<file path="config.mk">
export PLATFORM = sky130hd
export DESIGN_NAME = uart_ctrl_flat
export DESIGN_NICKNAME = d
export VERILOG_FILES = /design/src/rtl/uart_ctrl_pkg.sv /design/src/rtl/uart_ctrl_if.sv /design/src/rtl/uart_ctrl_rr_arb2.sv /design/src/rtl/uart_ctrl.sv /design/src/flat_wrapper.sv
export SDC_FILE = /design/constraint.sdc
export NUM_CORES = 1
export LEC_CHECK = 0
export CAP_MARGIN = 10
export CORE_ASPECT_RATIO = 0.75
export CORE_UTILIZATION = 36
export CTS_CLUSTER_DIAMETER = 200
export CTS_CLUSTER_SIZE = 24
export DETAILED_ROUTE_END_ITERATION = 16
export HOLD_SLACK_MARGIN = 0.12
export MAX_ROUTING_LAYER = met4
export PLACE_DENSITY = 0.8
export SKIP_CTS_REPAIR_TIMING = 1
export SLEW_MARGIN = 5
export SYNTH_ARGS = -nofsm -noshare
export SYNTH_HDL_FRONTEND = slang
export SYNTH_SLANG_ARGS = --single-unit
export TNS_END_PERCENT = 30
</file>
<file path="constraint.sdc">
create_clock -name CLK_I -period 1.6 [get_ports CLK_I]
set_input_delay 0.4 -clock CLK_I [delete_from_list [all_inputs] [get_ports CLK_I]]
set_output_delay 0.4 -clock CLK_I [all_outputs]
set_load 0.1 [all_outputs]
</file>
<file path="src/rtl/uart_ctrl_pkg.sv">
// uart_ctrl_pkg: MiniUART register offsets, LSR bit indices and controller states
//   REG_*   : 3-bit register offsets driven onto the UART ADD[4:2] lines
//   LSR_*   : bit positions inside the line status register
//   state_t : sequencer states shared by the controller and its bench
package uart_ctrl_pkg;

    localparam logic [2:0] REG_DATA = 3'd0;
    localparam logic [2:0] REG_IER  = 3'd1;
    localparam logic [2:0] REG_IIR  = 3'd2;
    localparam logic [2:0] REG_LCR  = 3'd3;
    localparam logic [2:0] REG_LSR  = 3'd4;
    localparam logic [2:0] REG_MSR  = 3'd5;
    localparam logic [2:0] REG_DIVR = 3'd6;
    localparam logic [2:0] REG_DIVT = 3'd7;

    localparam int LSR_TS = 5;
    localparam int LSR_RS = 0;

    typedef enum logic [2:0] {
        CFG_DIVR,
        CFG_DIVT,
        IDLE,
        TX_WRITE,
        RX_READ,
        RX_CLR,
        GUARD
    } state_t;

endpackage

</file>
<file path="src/rtl/uart_ctrl_if.sv">
// uart_ctrl_if: single-cycle MiniUART slave port (no acknowledge)
//   adr  : register offset (UART ADD[4:2])
//   wdat : write data to the UART
//   rdat : combinational read data from the UART
//   stb  : strobe, access completes in the cycle it is asserted
//   we   : write enable
interface uart_ctrl_if;

    logic [2:0]  adr;
    logic [31:0] wdat;
    logic [31:0] rdat;
    logic        stb;
    logic        we;

    modport master (output adr, wdat, stb, we, input rdat);
    modport slave  (input adr, wdat, stb, we, output rdat);

endinterface

</file>
<file path="src/rtl/uart_ctrl_rr_arb2.sv">
// rr_arb2: two-way round-robin arbiter
//   CLK_I, RST_I : clock, asynchronous active-high reset
//   req[1:0]     : request lines
//   advance      : the current grant is being consumed, move the pointer
//   grant[1:0]   : one-hot grant (zero when nothing is requested)
module rr_arb2 (
    input  logic       CLK_I,
    input  logic       RST_I,
    input  logic [1:0] req,
    input  logic       advance,
    output logic [1:0] grant
);

    // ptr=0 favours requester 0, ptr=1 favours requester 1
    logic ptr;

    always_comb begin
        grant[0] = req[0] & (~ptr | ~req[1]);
        grant[1] = req[1] & (ptr | ~req[0]);
    end

    // After a grant the favoured side becomes the one that was not served
    always_ff @(posedge CLK_I or posedge RST_I)
        if (RST_I)
            ptr <= 1'b0;
        else if (advance)
            ptr <= grant[0];

endmodule

</file>
<file path="src/rtl/uart_ctrl.sv">
// uart_ctrl: MiniUART bus-master sequencer (divisor setup, RX drain, shared TX)
//   CLK_I, RST_I       : clock, asynchronous active-high reset
//   uart               : master side of the UART slave port
//   txN_req/txN_data   : byte requesters, data stable while req is high
//   txN_ack            : one-cycle pulse when the byte is written to DATA
//   rx_data/rx_valid   : received byte, held until rx_valid&rx_ready
//   cfg_done           : divisors programmed, controller operational
//   tx_cnt/rx_cnt      : only with UART_CTRL_STAT_EN, wrapping access counters
module uart_ctrl
    import uart_ctrl_pkg::*;
#(
    parameter logic [15:0] DIVR_VAL  = 16'd325,
    parameter logic [15:0] DIVT_VAL  = 16'd5208,
    parameter int unsigned GUARD_CYC = 2
) (
    input  logic        CLK_I,
    input  logic        RST_I,
    uart_ctrl_if.master uart,
    input  logic        tx0_req,
    input  logic [7:0]  tx0_data,
    output logic        tx0_ack,
    input  logic        tx1_req,
    input  logic [7:0]  tx1_data,
    output logic        tx1_ack,
    output logic [7:0]  rx_data,
    output logic        rx_valid,
    input  logic        rx_ready,
`ifdef UART_CTRL_STAT_EN
    output logic [15:0] tx_cnt,
    output logic [15:0] rx_cnt,
`endif
    output logic        cfg_done
);

    state_t      state, nxt;
    logic [3:0]  gcnt;
    logic [1:0]  grant, ack_n;
    logic        go_tx, stb_n, we_n;
    logic [2:0]  adr_n;
    logic [31:0] dat_n;

    wire unused_ok = &{1'b0, uart.rdat[31:8]};

    rr_arb2 u_arb (
        .CLK_I   (CLK_I),
        .RST_I   (RST_I),
        .req     ({tx1_req, tx0_req}),
        .advance (go_tx),
        .grant   (grant)
    );

    // Bus outputs are registered from the next state so that reset holds the
    // bus quiet; CFG_DIVR therefore waits until its write is actually on the bus.
    always_comb begin
        nxt   = state;
        go_tx = 1'b0;
        case (state)
            CFG_DIVR: nxt = uart.stb ? CFG_DIVT : CFG_DIVR;
            CFG_DIVT: nxt = GUARD;
            IDLE:
                if (uart.rdat[LSR_RS] && !rx_valid)
                    nxt = RX_READ;
                else if (uart.rdat[LSR_TS] && (tx0_req || tx1_req)) begin
                    nxt   = TX_WRITE;
                    go_tx = 1'b1;
                end
            TX_WRITE: nxt = GUARD;
            RX_READ:  nxt = RX_CLR;
            RX_CLR:   nxt = GUARD;
            GUARD:    nxt = (gcnt == 4'(GUARD_CYC - 1)) ? IDLE : GUARD;
            default:  nxt = CFG_DIVR;
        endcase
    end

    always_comb begin
        stb_n = 1'b0;
        we_n  = 1'b0;
        adr_n = REG_DATA;
        dat_n = '0;
        ack_n = 2'b00;
        case (nxt)
            CFG_DIVR: begin
                stb_n = 1'b1;
                we_n  = 1'b1;
                adr_n = REG_DIVR;
                dat_n = {16'b0, DIVR_VAL};
            end
            CFG_DIVT: begin
                stb_n = 1'b1;
                we_n  = 1'b1;
                adr_n = REG_DIVT;
                dat_n = {16'b0, DIVT_VAL};
            end
            IDLE: begin
                stb_n = 1'b1;
                adr_n = REG_LSR;
            end
            TX_WRITE: begin
                stb_n = 1'b1;
                we_n  = 1'b1;
                dat_n = {24'b0, grant[1] ? tx1_data : tx0_data};
                ack_n = grant;
            end
            RX_READ: stb_n = 1'b1;
            // Any write raises read_over in the UART, clearing rs and the IRQ
            RX_CLR: begin
                stb_n = 1'b1;
                we_n  = 1'b1;
                adr_n = REG_IIR;
            end
            default: ;
        endcase
    end

    always_ff @(posedge CLK_I or posedge RST_I)
        if (RST_I) begin
            state     <= CFG_DIVR;
            gcnt      <= '0;
            uart.stb  <= 1'b0;
            uart.we   <= 1'b0;
            uart.adr  <= '0;
            uart.wdat <= '0;
            tx0_ack   <= 1'b0;
            tx1_ack   <= 1'b0;
            cfg_done  <= 1'b0;
            rx_data   <= '0;
            rx_valid  <= 1'b0;
        end else begin
            state     <= nxt;
            gcnt      <= (state == GUARD && nxt == GUARD) ? gcnt + 4'd1 : '0;
            uart.stb  <= stb_n;
            uart.we   <= we_n;
            uart.adr  <= adr_n;
            uart.wdat <= dat_n;
            tx0_ack   <= ack_n[0];
            tx1_ack   <= ack_n[1];
            cfg_done  <= cfg_done | (state == CFG_DIVT);
            if (state == RX_READ) begin
                rx_data  <= uart.rdat[7:0];
                rx_valid <= 1'b1;
            end else if (rx_valid && rx_ready)
                rx_valid <= 1'b0;
        end

`ifdef UART_CTRL_STAT_EN
    always_ff @(posedge CLK_I or posedge RST_I)
        if (RST_I) begin
            tx_cnt <= '0;
            rx_cnt <= '0;
        end else begin
            tx_cnt <= tx_cnt + 16'(state == TX_WRITE);
            rx_cnt <= rx_cnt + 16'(state == RX_READ);
        end
`endif

endmodule

</file>
<file path="src/flat_wrapper.sv">
// flat-port wrapper written by rule: the top's interface ports become plain ports
module uart_ctrl_flat import uart_ctrl_pkg::*;
#(
    parameter logic [15:0] DIVR_VAL  = 16'd325,
    parameter logic [15:0] DIVT_VAL  = 16'd5208,
    parameter int unsigned GUARD_CYC = 2
)
  (CLK_I, RST_I, tx0_req, tx0_data, tx0_ack, tx1_req, tx1_data, tx1_ack, rx_data, rx_valid, rx_ready, cfg_done, uart_adr, uart_wdat, uart_stb, uart_we, uart_rdat);
  uart_ctrl_if uart_i ();
  input  logic CLK_I;
  input  logic RST_I;
  input  logic tx0_req;
  input  logic [7:0] tx0_data;
  output logic tx0_ack;
  input  logic tx1_req;
  input  logic [7:0] tx1_data;
  output logic tx1_ack;
  output logic [7:0] rx_data;
  output logic rx_valid;
  input  logic rx_ready;
  output logic cfg_done;
  output wire logic [$bits(uart_i.adr)-1:0] uart_adr;
  output wire logic [$bits(uart_i.wdat)-1:0] uart_wdat;
  output wire logic [$bits(uart_i.stb)-1:0] uart_stb;
  output wire logic [$bits(uart_i.we)-1:0] uart_we;
  input wire logic [$bits(uart_i.rdat)-1:0] uart_rdat;
  assign uart_adr = uart_i.adr;
  assign uart_wdat = uart_i.wdat;
  assign uart_stb = uart_i.stb;
  assign uart_we = uart_i.we;
  assign uart_i.rdat = uart_rdat;
  uart_ctrl #(.DIVR_VAL(DIVR_VAL), .DIVT_VAL(DIVT_VAL), .GUARD_CYC(GUARD_CYC)) u_core (.CLK_I(CLK_I), .RST_I(RST_I), .uart(uart_i), .tx0_req(tx0_req), .tx0_data(tx0_data), .tx0_ack(tx0_ack), .tx1_req(tx1_req), .tx1_data(tx1_data), .tx1_ack(tx1_ack), .rx_data(rx_data), .rx_valid(rx_valid), .rx_ready(rx_ready), .cfg_done(cfg_done));
endmodule
</file>
==> reports/metrics.cfg <==
[outcome]
status=completed

[setup_path]
path_class=input pin to flop
worstPathCellList=clkdlybuf4s50_1 -> inv_1 -> o21ai_1 -> buf_4 -> mux2i_1 -> a221oi_1
cp.depth=6
reg2reg_depth=4
rrSetupSlack_ns=0.19
cp_data_arrival_time_ns=1.64
cp.buffers_inverters=3
cpMaxStageDelayCell=clkdlybuf4s50_1
critPathTopFamily=buffers and inverters
cp.required_ns=1.74
cp-start-kind=input pin
crit_path_max_incr_delay_ns=0.47
r2r-end=u_core.rx_data[3]
r2r_start=u_core.state[1]
cp_max_fo=9
endpoint_kind=flop

[clock_network]
cts_buffers=5
insertion_delay_ns=0.29
cts_tree=built
cts.sinks=35
cts_buffer_depth=2
cts-root-buf=clkbuf_8
h-tree-depth=2
path_clk_slew_ns=0.07

[sta]
hold_viol=0
rsz0062_at_grt=false
fin_crit_sh=0.9370
clock.fmax_mhz=667.0
final-max-slew-violation-count=0
finClkSkew_ns=0.003889
finalSetupViolCount=0
fin_crit_ns=1.499

[hold_path]
min_path_type=input pin to asynchronous set/reset pin

[synthesis]
postSynthAreaPerCell_um2=11.86
synth_cell_types=29
yosysWarnings=0
synthesis.area_um2=1578
ys_seq_area_frac=0.5551
synth_cells=133
yosys_register_bits=35

[final_layout]
antenna_cells=0
syn2layout_area_growth_pct=62.33
fillers=335
nets=256
drive_above_1_share=0.2574
final_core_util=0.6203

[floorplanning]
die_h_um=59.33
core_area_um2=4129
io_pins=102
die_area_um2=4654
rows=20
initial_core_util=0.3821
dieWidth_um=78.45

[global_routing]
grt_pass1_vias=1063
antenna_found_initial=0
grt_start_max_net_pins=36
grt_first_pass_wirelength_um=5133
overflow=0
grt_use_total=0.1613

[detailed_routing]
drc_errors=0
wl_met2_um=1477
routedWlPerCell_um=12.46
m1WireLength_um=1388
wl_met3_um=286
routed.top_layer=met4
drt_iter0_drc=32
via_count=1124
drt_pass1_iterations=4
wirelength_um=3202
via_per_inst=4.374
drt.antenna.violating_nets=0

[placed_design]
place_hpwl_um=2509
finalWeightedCongestion=0.8077
port_buffers=56

[flow_run]
cap_violations=0

registers in the layout (all words and copies together), names as in the netlist:
name,cells
u_core.cfg_done,1
u_core.uart.we,1
u_core.gcnt,4
u_core.tx0_ack,1
u_core.uart.wdat,10
u_core.u_arb.ptr,1
u_core.uart.stb,1
u_core.rx_data,8
u_core.state,3
u_core.uart.adr,3
u_core.tx1_ack,1
u_core.rx_valid,1
layout by cell type (no fill, tap or decap), drive strengths merged, types with 3 or more instances in the layout:
master / count
clkdlybuf4s50: 28
a21o: 3
mux2i: 8
nand2: 3
inv: 6
mux2: 8
clkbuf: 6
dfrtp: 35
nor2: 14
conb: 21
o21ai: 5
buf: 40
metrics by stage:
stage	cell area (um^2)	hold WS (ns)	TNS, ns	setup WS [ns]	std cells
CTS	2556	0.4747	0	0.07227	257
finish	2561	0.4751	0	0.1007	257
detailed placement	2471	0.4930	-1.869	-0.2434	249
global route	2561	0.4964	0	0.001845	257
global placement	2471	0.4790	-1.424	-0.1799	249
floorplan	1654	0.4608	-0.1240	-0.1240	153
worst register-to-register path: cells and delay by family, from the launching register on:
kind | cells | cell delay [ns]
muxes | 1 | 0.33
DFF | 1 | 0.45
and+or+nand+nor | 2 | 0.33
buffers and inverters | 1 | 0.17
routing by layer:
layer / up-vias / GRT usage
li1: 536 / -
met1: 522 / 0.1854
met2: 61 / 0.2494
met3: 5 / 0.07231
met4: 0 / 0.06349
met5: - / -
worst max path at each step:
stage	to	from	slack, ns
floorplan	uart_wdat[12]	u_core.uart.wdat[10]	-0.12
global placement	u_core.uart.wdat[3]	tx0_req	-0.18
detailed placement	u_core.uart.wdat[3]	tx0_req	-0.24
CTS	u_core.uart.wdat[3]	tx0_req	0.07
global route	u_core.uart.wdat[3]	tx0_req	0.002
finish	u_core.uart.wdat[3]	tx0_req	0.10
Yosys cell counts:
| cell type | count | area (um^2) |
|---|---|---|
| a211o_1 | 1 | 8.760 |
| a211oi_2 | 1 | 12.51 |
| a21boi_1 | 1 | 7.510 |
| a21o_1 | 3 | 22.52 |
| a221oi_1 | 2 | 17.52 |
| and2_1 | 1 | 6.260 |
| and3_1 | 1 | 6.260 |
| and3b_1 | 1 | 8.760 |
| and4bb_1 | 1 | 12.51 |
| buf_2 | 3 | 15.01 |
| buf_4 | 24 | 180.2 |
| conb_1 | 1 | 3.750 |
| dfrtp_1 | 35 | 875.8 |
| ha_1 | 2 | 25.02 |
| inv_1 | 6 | 22.52 |
| mux2_1 | 8 | 90.09 |
| mux2i_1 | 8 | 80.08 |
| nand2_1 | 3 | 11.26 |
| nand2b_1 | 2 | 12.51 |
| nand3_1 | 2 | 10.01 |
| nor2_1 | 14 | 52.55 |
| o211ai_2 | 2 | 25.02 |
| o21a_1 | 1 | 7.510 |
| o21ai_0 | 2 | 10.01 |
| o21ai_1 | 3 | 15.01 |
| o31ai_1 | 2 | 15.01 |
| or3_1 | 1 | 6.260 |
| xnor2_1 | 1 | 8.760 |
| xor2_1 | 1 | 8.760 |
final cells by class:
type | count | area [um^2] | share of cell area
Clock buffer | 6 | 72.57 | 0.02833
Tap cell | 55 | 68.82 | 0.02687
Sequential cell | 35 | 877.1 | 0.3425
Inverter | 6 | 22.52 | 0.008793
Clock inverter | 2 | 12.51 | 0.004885
Timing Repair Buffer | 68 | 943.4 | 0.3683
Multi-Input combinational cell | 85 | 564.3 | 0.2203
logic make-up after synthesis:
| group | synth area share |
|---|---|
| flip-flops | 0.5551 |
| buffers and inverters | 0.1380 |
| AND/OR/NAND/NOR | 0.08010 |
| AO/OA/AOI/OAI | 0.08961 |
| multiplexers | 0.1079 |
| adder cells (fa/ha/maj) | 0.01586 |
| XOR/XNOR | 0.01110 |
| other | 0.002377 |
Power is not shown: default switching activity piles up to over one toggle a cycle in this logic, so the estimate is an artifact.
